File: config.mk
export PLATFORM = sky130hd
export DESIGN_NAME = cmp_arbiter
export DESIGN_NICKNAME = d
export VERILOG_FILES = /design/src/rtl/cmp_arbiter_pkg.sv /design/src/rtl/subtract_32_bit.sv /design/src/rtl/cmp_arbiter.sv
export SDC_FILE = /design/constraint.sdc
export NUM_CORES = 1
export LEC_CHECK = 0
export CAP_MARGIN = 20
export CORE_MARGIN = 2
export CORE_UTILIZATION = 30
export CTS_CLUSTER_DIAMETER = 50
export DETAILED_ROUTE_END_ITERATION = 8
export PLACE_DENSITY = 0.6
export SKIP_CTS_REPAIR_TIMING = 1
export SYNTH_ARGS = -nofsm -noshare
export SYNTH_HDL_FRONTEND = slang
export SYNTH_SLANG_ARGS = --single-unit
File: constraint.sdc
create_clock -name clk -period 10.3 [get_ports clk]
set_input_delay 3.09 -clock clk [delete_from_list [all_inputs] [get_ports clk]]
set_output_delay 3.09 -clock clk [all_outputs]
set_load 0.005 [all_outputs]
File: src/rtl/cmp_arbiter_pkg.sv
// Shared definitions for the cmp_arbiter block: operation codes and FSM states.
package cmp_arbiter_pkg;

  // Operation codes carried on reqN_op
  localparam logic [1:0] OP_SUB  = 2'b00;
  localparam logic [1:0] OP_SLT  = 2'b01;
  localparam logic [1:0] OP_SLTU = 2'b10;
  localparam logic [1:0] OP_EQ   = 2'b11;

  // Arbiter FSM states
  typedef enum logic [1:0] {
    S_IDLE = 2'b00,
    S_EXEC = 2'b01,
    S_RESP = 2'b10
  } state_e;

endpackage : cmp_arbiter_pkg

File: src/rtl/subtract_32_bit.sv
// Shared subtractor: diff = a + ~b + 1, cout is the carry out of that sum
// (cout = 1 means no borrow, i.e. a >= b unsigned).
module subtract_32_bit #(
  parameter int WIDTH = 32
) (
  input  logic [WIDTH-1:0] a,
  input  logic [WIDTH-1:0] b,
  output logic [WIDTH-1:0] diff,
  output logic             cout
);

  logic [WIDTH:0] sum_s;

  assign sum_s = {1'b0, a} + {1'b0, ~b} + {{WIDTH{1'b0}}, 1'b1};
  assign diff  = sum_s[WIDTH-1:0];
  assign cout  = sum_s[WIDTH];

endmodule : subtract_32_bit

File: src/rtl/cmp_arbiter.sv
// Two-requester arbiter in front of one shared subtract/compare unit.
// Round-robin grant in IDLE, one-cycle execute, response held until acked.
// Compile option CMP_ARBITER_OVF_FIX_EN: when defined, signed set-less-than
// corrects the sign bit for subtraction overflow; when undefined, the raw
// sign bit of the difference is used (legacy slt behaviour).
module cmp_arbiter
  import cmp_arbiter_pkg::*;
#(
  parameter int WIDTH = 32
) (
  input  logic             clk,
  input  logic             reset,
  input  logic             req0_valid,
  output logic             req0_ready,
  input  logic [1:0]       req0_op,
  input  logic [WIDTH-1:0] req0_a,
  input  logic [WIDTH-1:0] req0_b,
  input  logic             req1_valid,
  output logic             req1_ready,
  input  logic [1:0]       req1_op,
  input  logic [WIDTH-1:0] req1_a,
  input  logic [WIDTH-1:0] req1_b,
  output logic             rsp_valid,
  output logic             rsp_id,
  output logic [WIDTH-1:0] rsp_data,
  input  logic             rsp_ready
);

  state_e           state_q, state_d;
  logic             prio_q;
  logic [1:0]       op_q;
  logic [WIDTH-1:0] a_q, b_q;
  logic             id_q;
  logic [WIDTH-1:0] rsp_data_q;
  logic             rsp_valid_q;

  logic             grant_any_s;
  logic             grant_id_s;
  logic             accept_s;
  logic [WIDTH-1:0] diff_s;
  logic             cout_s;
  logic             lt_s;
  logic [WIDTH-1:0] result_s;

  subtract_32_bit #(.WIDTH(WIDTH)) u_sub (
    .a    (a_q),
    .b    (b_q),
    .diff (diff_s),
    .cout (cout_s)
  );

`ifdef CMP_ARBITER_OVF_FIX_EN
  logic ovf_s;
  assign ovf_s = (a_q[WIDTH-1] != b_q[WIDTH-1]) && (diff_s[WIDTH-1] != a_q[WIDTH-1]);
  assign lt_s  = diff_s[WIDTH-1] ^ ovf_s;
`else
  assign lt_s  = diff_s[WIDTH-1];
`endif

  // Round-robin grant: a lone requester wins, a tie goes to prio_q
  always_comb begin
    grant_any_s = req0_valid | req1_valid;
    grant_id_s  = 1'b0;
    if (req0_valid && req1_valid) begin
      grant_id_s = prio_q;
    end else begin
      grant_id_s = req1_valid;
    end
  end

  // Accept only in IDLE; a cycle with reset asserted never accepts
  assign accept_s   = (state_q == S_IDLE) && grant_any_s && !reset;
  assign req0_ready = accept_s && (grant_id_s == 1'b0);
  assign req1_ready = accept_s && (grant_id_s == 1'b1);

  // Result select from the shared subtractor outputs
  always_comb begin
    result_s = diff_s;
    case (op_q)
      OP_SUB:  result_s = diff_s;
      OP_SLT:  result_s = {{(WIDTH-1){1'b0}}, lt_s};
      OP_SLTU: result_s = {{(WIDTH-1){1'b0}}, ~cout_s};
      OP_EQ:   result_s = {{(WIDTH-1){1'b0}}, (diff_s == {WIDTH{1'b0}})};
      default: result_s = diff_s;
    endcase
  end

  // Next-state logic; rsp_ready only matters in RESP
  always_comb begin
    state_d = state_q;
    case (state_q)
      S_IDLE: begin
        if (grant_any_s) begin
          state_d = S_EXEC;
        end else begin
          state_d = S_IDLE;
        end
      end
      S_EXEC: state_d = S_RESP;
      S_RESP: begin
        if (rsp_ready) begin
          state_d = S_IDLE;
        end else begin
          state_d = S_RESP;
        end
      end
      default: state_d = S_IDLE;
    endcase
  end

  // State, priority pointer, latched operands and response registers
  always_ff @(posedge clk) begin
    if (reset) begin
      state_q     <= S_IDLE;
      prio_q      <= 1'b0;
      op_q        <= OP_SUB;
      a_q         <= {WIDTH{1'b0}};
      b_q         <= {WIDTH{1'b0}};
      id_q        <= 1'b0;
      rsp_data_q  <= {WIDTH{1'b0}};
      rsp_valid_q <= 1'b0;
    end else begin
      state_q <= state_d;
      case (state_q)
        S_IDLE: begin
          if (accept_s) begin
            id_q <= grant_id_s;
            if (grant_id_s) begin
              op_q <= req1_op;
              a_q  <= req1_a;
              b_q  <= req1_b;
            end else begin
              op_q <= req0_op;
              a_q  <= req0_a;
              b_q  <= req0_b;
            end
          end
        end
        S_EXEC: begin
          rsp_data_q  <= result_s;
          rsp_valid_q <= 1'b1;
        end
        S_RESP: begin
          if (rsp_ready) begin
            rsp_valid_q <= 1'b0;
            prio_q      <= ~id_q;
          end
        end
        default: rsp_valid_q <= 1'b0;
      endcase
    end
  end

  assign rsp_valid = rsp_valid_q;
  assign rsp_id    = id_q;
  assign rsp_data  = rsp_data_q;

endmodule : cmp_arbiter

==> impl_metrics.env, run 1 <==
export IMPL_run_status="finished, final reports clean"
export IMPL_ys_seq_elements=103
export IMPL_post_synth_main_area_contributors="sky130_fd_sc_hd__dfxtp_1 31%, sky130_fd_sc_hd__mux2i_1 10%, sky130_fd_sc_hd__a211oi_1 8.5%, sky130_fd_sc_hd__nor2_1 6.7%, sky130_fd_sc_hd__ha_1 6.3%"
export IMPL_end_kind="output port"
export IMPL_hold_ws_ns=0.4527
export IMPL_clock_skew_ns=0.009368
export IMPL_worst_r2r_setup_slack_ns=6.73
export IMPL_dieWidth_um=151.9
export IMPL_cts_root_buf="sky130_fd_sc_hd__clkbuf_16"
export IMPL_worst_setup_path_type="input pin to output port"
export IMPL_io_pin_count=173
export IMPL_std_cell_rows=54
export IMPL_timing_max_slew_rel_slack=0.3519
export IMPL_finalHoldViolCount=0
export IMPL_grtUsageMet3=0.03166
export IMPL_h_tree_depth=3
export IMPL_drt_first_pass_iters=5
export IMPL_critPathLaunchType="input pin"
export IMPL_reg2reg_depth=13
export IMPL_clock_fmax_ghz=0.1232
export IMPL_core_region_area_sq_um=21620
export IMPL_detailed_place_area_sq_um=8456
export IMPL_global_route_usage_met1=0.2384
export IMPL_cpPeakStageDelay_ns=0.55
export IMPL_final_period_minus_worst_setup_slack_ns=8.117
export IMPL_grt_first_pass_wirelength_um=29790
export IMPL_count_of_synthesis_stage_warnings_from_yosys=0
export IMPL_critical_path_arrival_ns=5.03
export IMPL_via_per_inst=5.052
export IMPL_cts_max_path_buffers=2
export IMPL_areaGrowthSynthToFinish_pct=33.09
export IMPL_antenna_violating_nets_post_route=0
export IMPL_netlist_cell_type_count=65
export IMPL_setup_worst_path_end="req0_ready"
export IMPL_power_leakage_nw=3.572
export IMPL_cap_violations=0
export IMPL_power_per_cell_area_nw_per_um2=168.2
export IMPL_grt_util_all_layers=0.1571
export IMPL_path_clk_slew_ns=0.07
export IMPL_postSynth_topFlopCell="sky130_fd_sc_hd__dfxtp_1"
export IMPL_first_iter_violations=415
export IMPL_nNetsFinal=1106
export IMPL_critical_path_most_common_cell="sky130_fd_sc_hd__clkdlybuf4s50_1"
export IMPL_routed_via_count=6163
export IMPL_start_util=0.3036
export IMPL_postSynthCellCount=808
export IMPL_drive_above_1_share=0.04043
export IMPL_timing_final_crit_share=0.7880
export IMPL_worstPathRequired_ns=7.21
export IMPL_grt_busiest_layer="met1"
export IMPL_synth_area_per_inst_sq_um=8.124
export IMPL_critPathLaunch="req0_valid"
export IMPL_cts_sink_count=103
export IMPL_fillCellCount=2234
export IMPL_synth_yosys_seq_area_share=0.3141
export IMPL_post_synth_top_area_fraction=0.3141
export IMPL_tritoncts_num_buffers=9
export IMPL_post_route_drc_count=0
export IMPL_grt_start_max_net_pins=107
export IMPL_r2r_start="a_q[0]"
export IMPL_worst_slack_ns=2.183
export IMPL_regToRegEndpoint="rsp_data[0]"
export IMPL_totalNegativeSetupSlack_ns=0
export IMPL_syn_cell_area_sq_um=6564
export IMPL_grt_overflow=0
export IMPL_clock_latency_ns=0.36
export IMPL_seqCellArea_sq_um=2062
export IMPL_grt_met2_usage=0.2254
export IMPL_dpl_worst_slack_ns=2.176
export IMPL_grt_pass1_vias=5753
export IMPL_crit_path_top_delay_cell="sky130_fd_sc_hd__o21ai_4"
export IMPL_fin_area_sq_um=8736
export IMPL_slew_viol_final=0
export IMPL_die_area_sq_um=23080
export IMPL_unrepaired_setup_endpoints_after_global_routing="false"
export IMPL_power_ir_vdd_worst_v=0.00006066
export IMPL_dp_cells=1204
export IMPL_mappedNetlistNets=979
export IMPL_asyncSetResetFlopFracSynth=0
export IMPL_yosys_cell_count_top_type="sky130_fd_sc_hd__nor2_1"
export IMPL_timing_worst_slew_pin_value_ns=0.9721
export IMPL_die_y_um=151.9
export IMPL_timing_final_setup_violations=0
export IMPL_wl_um=18600
export IMPL_worstHoldPathType="register to register"
export IMPL_grt_antenna_before_repair=0
export IMPL_post_synth_most_frequent_cells="117 x sky130_fd_sc_hd__nor2_1, 103 x sky130_fd_sc_hd__dfxtp_1, 74 x sky130_fd_sc_hd__a211oi_1"
export IMPL_final_util=0.4041
export IMPL_yosysTopAreaCell="sky130_fd_sc_hd__dfxtp_1"
export IMPL_antennaDiodeCount=0
export IMPL_route_detailed_wl_per_inst_um=15.25
export IMPL_place_hpwl_um=14790
export IMPL_gp_congestion=0.8306
export IMPL_worst_path_max_fanout=18
export IMPL_multiInputGateArea_sq_um=4136
export IMPL_design_power_total_mw=1.469
export IMPL_path_cells="clkdlybuf4s50_1 > inv_1 > o21ai_4 > and3_1 > clkdlybuf4s50_1"
export IMPL_clock_tree_from_tritoncts="yes"
export IMPL_io_buffers=172
export IMPL_fin_cells=1220
export IMPL_synth_edff_count=0
==> how the worst min path moves through the flow <==
stage | start | to | slack (ns) | cells after the start
6_report | rsp_data[24] | rsp_data[24] | 0.45 | 2
3_3_place_gp | rsp_data[24] | rsp_data[24] | 0.44 | 2
2_1_floorplan | rsp_data[15] | rsp_data[15] | 0.45 | 2
3_5_place_dp | rsp_data[24] | rsp_data[24] | 0.45 | 2
5_1_grt | rsp_data[24] | rsp_data[24] | 0.48 | 2
4_1_cts | rsp_data[24] | rsp_data[24] | 0.46 | 2
==> logic make-up (layout without fill, tap and decap cells) <==
logic type      after synthesis  in the layout  synth area share
flops                       103            103            0.3141
xor+xnor                     15             15           0.02001
compound gates              241            241            0.2612
fa+ha+maj                    34             34           0.06596
mux                          69             69            0.1058
simple gates                245            245            0.1737
buf+inv                     101            233           0.05928
==> layer usage <==
| layer | wire length (um) | up-vias |
|---|---|---|
| met1 | 9869 | 2736 |
| met4 | 182 | 0 |
| met5 | 0 | - |
| met2 | 7580 | 186 |
| li1 | - | 3232 |
| met3 | 971 | 9 |
==> report_power, final <==
part	switching (mW)	internal, mW	total (mW)	leakage (nW)
registers	0.0314	0.447	0.478	0.850
logic	0.373	0.290	0.663	2.58
clock network	0.160	0.168	0.328	0.140
total	0.564	0.905	1.47	3.57
==> registers in the layout (all words and copies together), names as in the netlist <==
| register | flops |
|---|---|
| a_q | 32 |
| b_q | 32 |
| rsp_data | 32 |
| op_q | 2 |
| state_q | 2 |
| prio_q | 1 |
| rsp_id | 1 |
| rsp_valid | 1 |
==> placed cells by master (no fill, tap or decap), types with 6 or more instances in the layout <==
cell                                n
sky130_fd_sc_hd__a211oi_1          74
sky130_fd_sc_hd__a21o_1            14
sky130_fd_sc_hd__a21oi_1           39
sky130_fd_sc_hd__a22oi_1           23
sky130_fd_sc_hd__buf_4              6
sky130_fd_sc_hd__clkbuf_16          9
sky130_fd_sc_hd__clkdlybuf4s50_1  171
sky130_fd_sc_hd__dfxtp_1          103
sky130_fd_sc_hd__ha_1              33
sky130_fd_sc_hd__inv_1             40
sky130_fd_sc_hd__mux2i_1           66
sky130_fd_sc_hd__nand2_1           42
sky130_fd_sc_hd__nand3_1           17
sky130_fd_sc_hd__nand4_1            7
sky130_fd_sc_hd__nor2_1           117
sky130_fd_sc_hd__nor3_1            12
sky130_fd_sc_hd__nor4_1             7
sky130_fd_sc_hd__o211ai_1           6
sky130_fd_sc_hd__o21a_1             9
sky130_fd_sc_hd__o21ai_0           28
sky130_fd_sc_hd__o21bai_1           6
sky130_fd_sc_hd__or3_1              7
sky130_fd_sc_hd__xnor2_1           10
==> final cells by class <==
class,count,share of cell area
repair buffers,177,0.2011
clock inverters,6,0.005872
inverters,40,0.01719
clock buffers,10,0.02621
multi-input cells,604,0.4735
flip-flops and latches,103,0.2360
well taps,280,0.04010
==> worst max-delay path: cells and delay by family <==
family | cells | cell delay, ns
AND/OR/NAND/NOR | 1 | 0.26
AO/OA/AOI/OAI | 1 | 0.55
buffers and inverters | 3 | 1.11
Note: power is estimated with default switching activity, not from simulation.
==> run 2: changes to the inputs <==
- PLACE_DENSITY: 0.6 -> 0.62
- clock period: 10.3 -> 6.5 ns (I/O delays scaled with it)
==> impl_metrics.env, run 2 (synthesis gave the netlist of run 1 again) <==
export IMPL_wl_um=18950
export IMPL_dieWidth_um=151.9
export IMPL_end_kind="output port"
export IMPL_worst_path_max_fanout=29
export IMPL_areaGrowthSynthToFinish_pct=33.23
export IMPL_h_tree_depth=3
export IMPL_clock_skew_ns=0.01384
export IMPL_nNetsFinal=1108
export IMPL_timing_final_crit_share=0.8619
export IMPL_via_per_inst=5.132
export IMPL_grt_antenna_before_repair=0
export IMPL_fin_cells=1222
export IMPL_timing_critical_path_max_delay_family="buffers and inverters"
export IMPL_run_status="finished, final reports clean"
export IMPL_leading_cell_type_in_the_layout_fill_and_taps_excluded="sky130_fd_sc_hd__clkdlybuf4s50_1"
export IMPL_cts_max_path_buffers=2
export IMPL_antenna_violating_nets_post_route=0
export IMPL_die_area_sq_um=23080
export IMPL_critical_path_cell_count=6
export IMPL_io_buffers=172
export IMPL_drt_first_pass_iters=4
export IMPL_unrepaired_setup_endpoints_after_global_routing="false"
export IMPL_critical_path_most_common_cell="sky130_fd_sc_hd__clkdlybuf4s50_1"
export IMPL_slew_viol_final=0
export IMPL_dp_cells=1206
export IMPL_drive_above_1_share=0.04246
export IMPL_grt_util_all_layers=0.1598
export IMPL_totalNegativeSetupSlack_ns=0
export IMPL_power_per_cell_area_nw_per_um2=266.2
export IMPL_timing_final_setup_violations=0
export IMPL_cts_root_buf="sky130_fd_sc_hd__clkbuf_16"
export IMPL_power_ir_vdd_worst_v=0.0001136
export IMPL_clock_latency_ns=0.36
export IMPL_grt_start_max_net_pins=88
export IMPL_start_util=0.3036
export IMPL_post_route_drc_count=0
export IMPL_power_leakage_nw=3.579
export IMPL_worstPathRequired_ns=4.55
export IMPL_routed_via_count=6271
export IMPL_design_power_total_mw=2.328
export IMPL_place_hpwl_um=14900
export IMPL_die_y_um=151.9
export IMPL_reg2reg_depth=11
export IMPL_clock_fmax_ghz=0.1785
export IMPL_grt_overflow=0
export IMPL_antennaDiodeCount=0
export IMPL_critPathLaunchType="input pin"
export IMPL_core_region_area_sq_um=21620
export IMPL_finalHoldViolCount=0
export IMPL_worstHoldPathType="register to register"
export IMPL_timing_max_slew_rel_slack=0.4335
export IMPL_crit_path_top_delay_cell="sky130_fd_sc_hd__clkdlybuf4s50_1"
export IMPL_grt_pass1_vias=5832
export IMPL_worstPathBufferInverterCount=4
export IMPL_timing_worst_slew_pin_value_ns=0.8476
export IMPL_cts_sink_count=103
export IMPL_holdPathStages=2
export IMPL_clock_tree_from_tritoncts="yes"
export IMPL_path_cells="clkdlybuf4s50_1 > inv_1 > o21ai_4 > buf_4 > nor3_1 > clkdlybuf4s50_1"
export IMPL_critical_path_arrival_ns=3.65
export IMPL_gp_congestion=0.8381
export IMPL_final_period_minus_worst_setup_slack_ns=5.602
export IMPL_fillCellCount=2268
export IMPL_tritoncts_num_buffers=9
export IMPL_path_clk_slew_ns=0.07
export IMPL_std_cell_rows=54
export IMPL_io_pin_count=173
export IMPL_cpPeakStageDelay_ns=0.52
export IMPL_mostFrequentLayoutCells="171 x sky130_fd_sc_hd__clkdlybuf4s50_1, 117 x sky130_fd_sc_hd__nor2_1, 103 x sky130_fd_sc_hd__dfxtp_1"
export IMPL_first_iter_violations=458
export IMPL_grt_first_pass_wirelength_um=30120
export IMPL_cap_violations=0
export IMPL_route_detailed_wl_per_inst_um=15.51
export IMPL_worst_setup_path_type="input pin to output port"
[run 2: cell count changes in the layout (fill, tap and decap cells not counted), sizes merged]
cell / before / now
inv: 44 / 42
clkinv: 2 / 4
buf: 6 / 8
[run 2: area by class of cell]
class                      count  area [sq um]  share of cell area
multi-input combinational    604          4136              0.4730
sequential                   103          2062              0.2358
timing repair buffer         179          1772              0.2026
tap                          280         350.3             0.04006
clock buffer                  10         229.0             0.02618
inverter                      40         150.1             0.01717
clock inverter                 6         45.04            0.005151
[run 2: tightest hold or removal path: cells and delay by family, from the launching register on]
family,cells,cell delay [ns]
AND/OR/NAND/NOR,1,0.05
flip-flops,1,0.31
AO/OA/AOI/OAI,1,0.05
[run 2: power by group]
group	leakage, nW	total (mW)	internal [mW]	switching (mW)
sequential	0.850	0.758	0.708	0.0494
combinational	2.59	1.06	0.461	0.598
clock	0.137	0.512	0.263	0.249
[run 2: final timing paths]
| path | slack (ns) | startpoint | end |
|---|---|---|---|
| worst max-delay path | 0.90 | req0_valid | req1_ready |
| worst min-delay path | 0.46 | rsp_data[24] | rsp_data[24] |
| worst max register to register | 2.95 | b_q[14] | rsp_data[0] |
| worst min register to register | 0.46 | rsp_data[24] | rsp_data[24] |
[run 2: metrics by stage]
step | util | worst slack [ns] | hold slack (ns) | area, sq um
2_1_floorplan | - | 1.162 | 0.4527 | 6564
3_3_place_gp | 0.3918 | 0.8719 | 0.4425 | 8471
3_5_place_dp | 0.3918 | 0.8588 | 0.4478 | 8471
4_1_cts | 0.4045 | 0.8535 | 0.4570 | 8745
5_1_grt | 0.4045 | 0.7584 | 0.4649 | 8745
6_report | 0.4045 | 0.8976 | 0.4561 | 8745
[run 2: metal layers]
metal | up-vias | GRT usage | part of all wire
li1 | 3228 | - | -
met1 | 2830 | 0.2402 | 0.53
met2 | 199 | 0.2357 | 0.41
met3 | 14 | 0.02282 | 0.051
met4 | 0 | 0.04673 | 0.013
met5 | - | 0 | 0
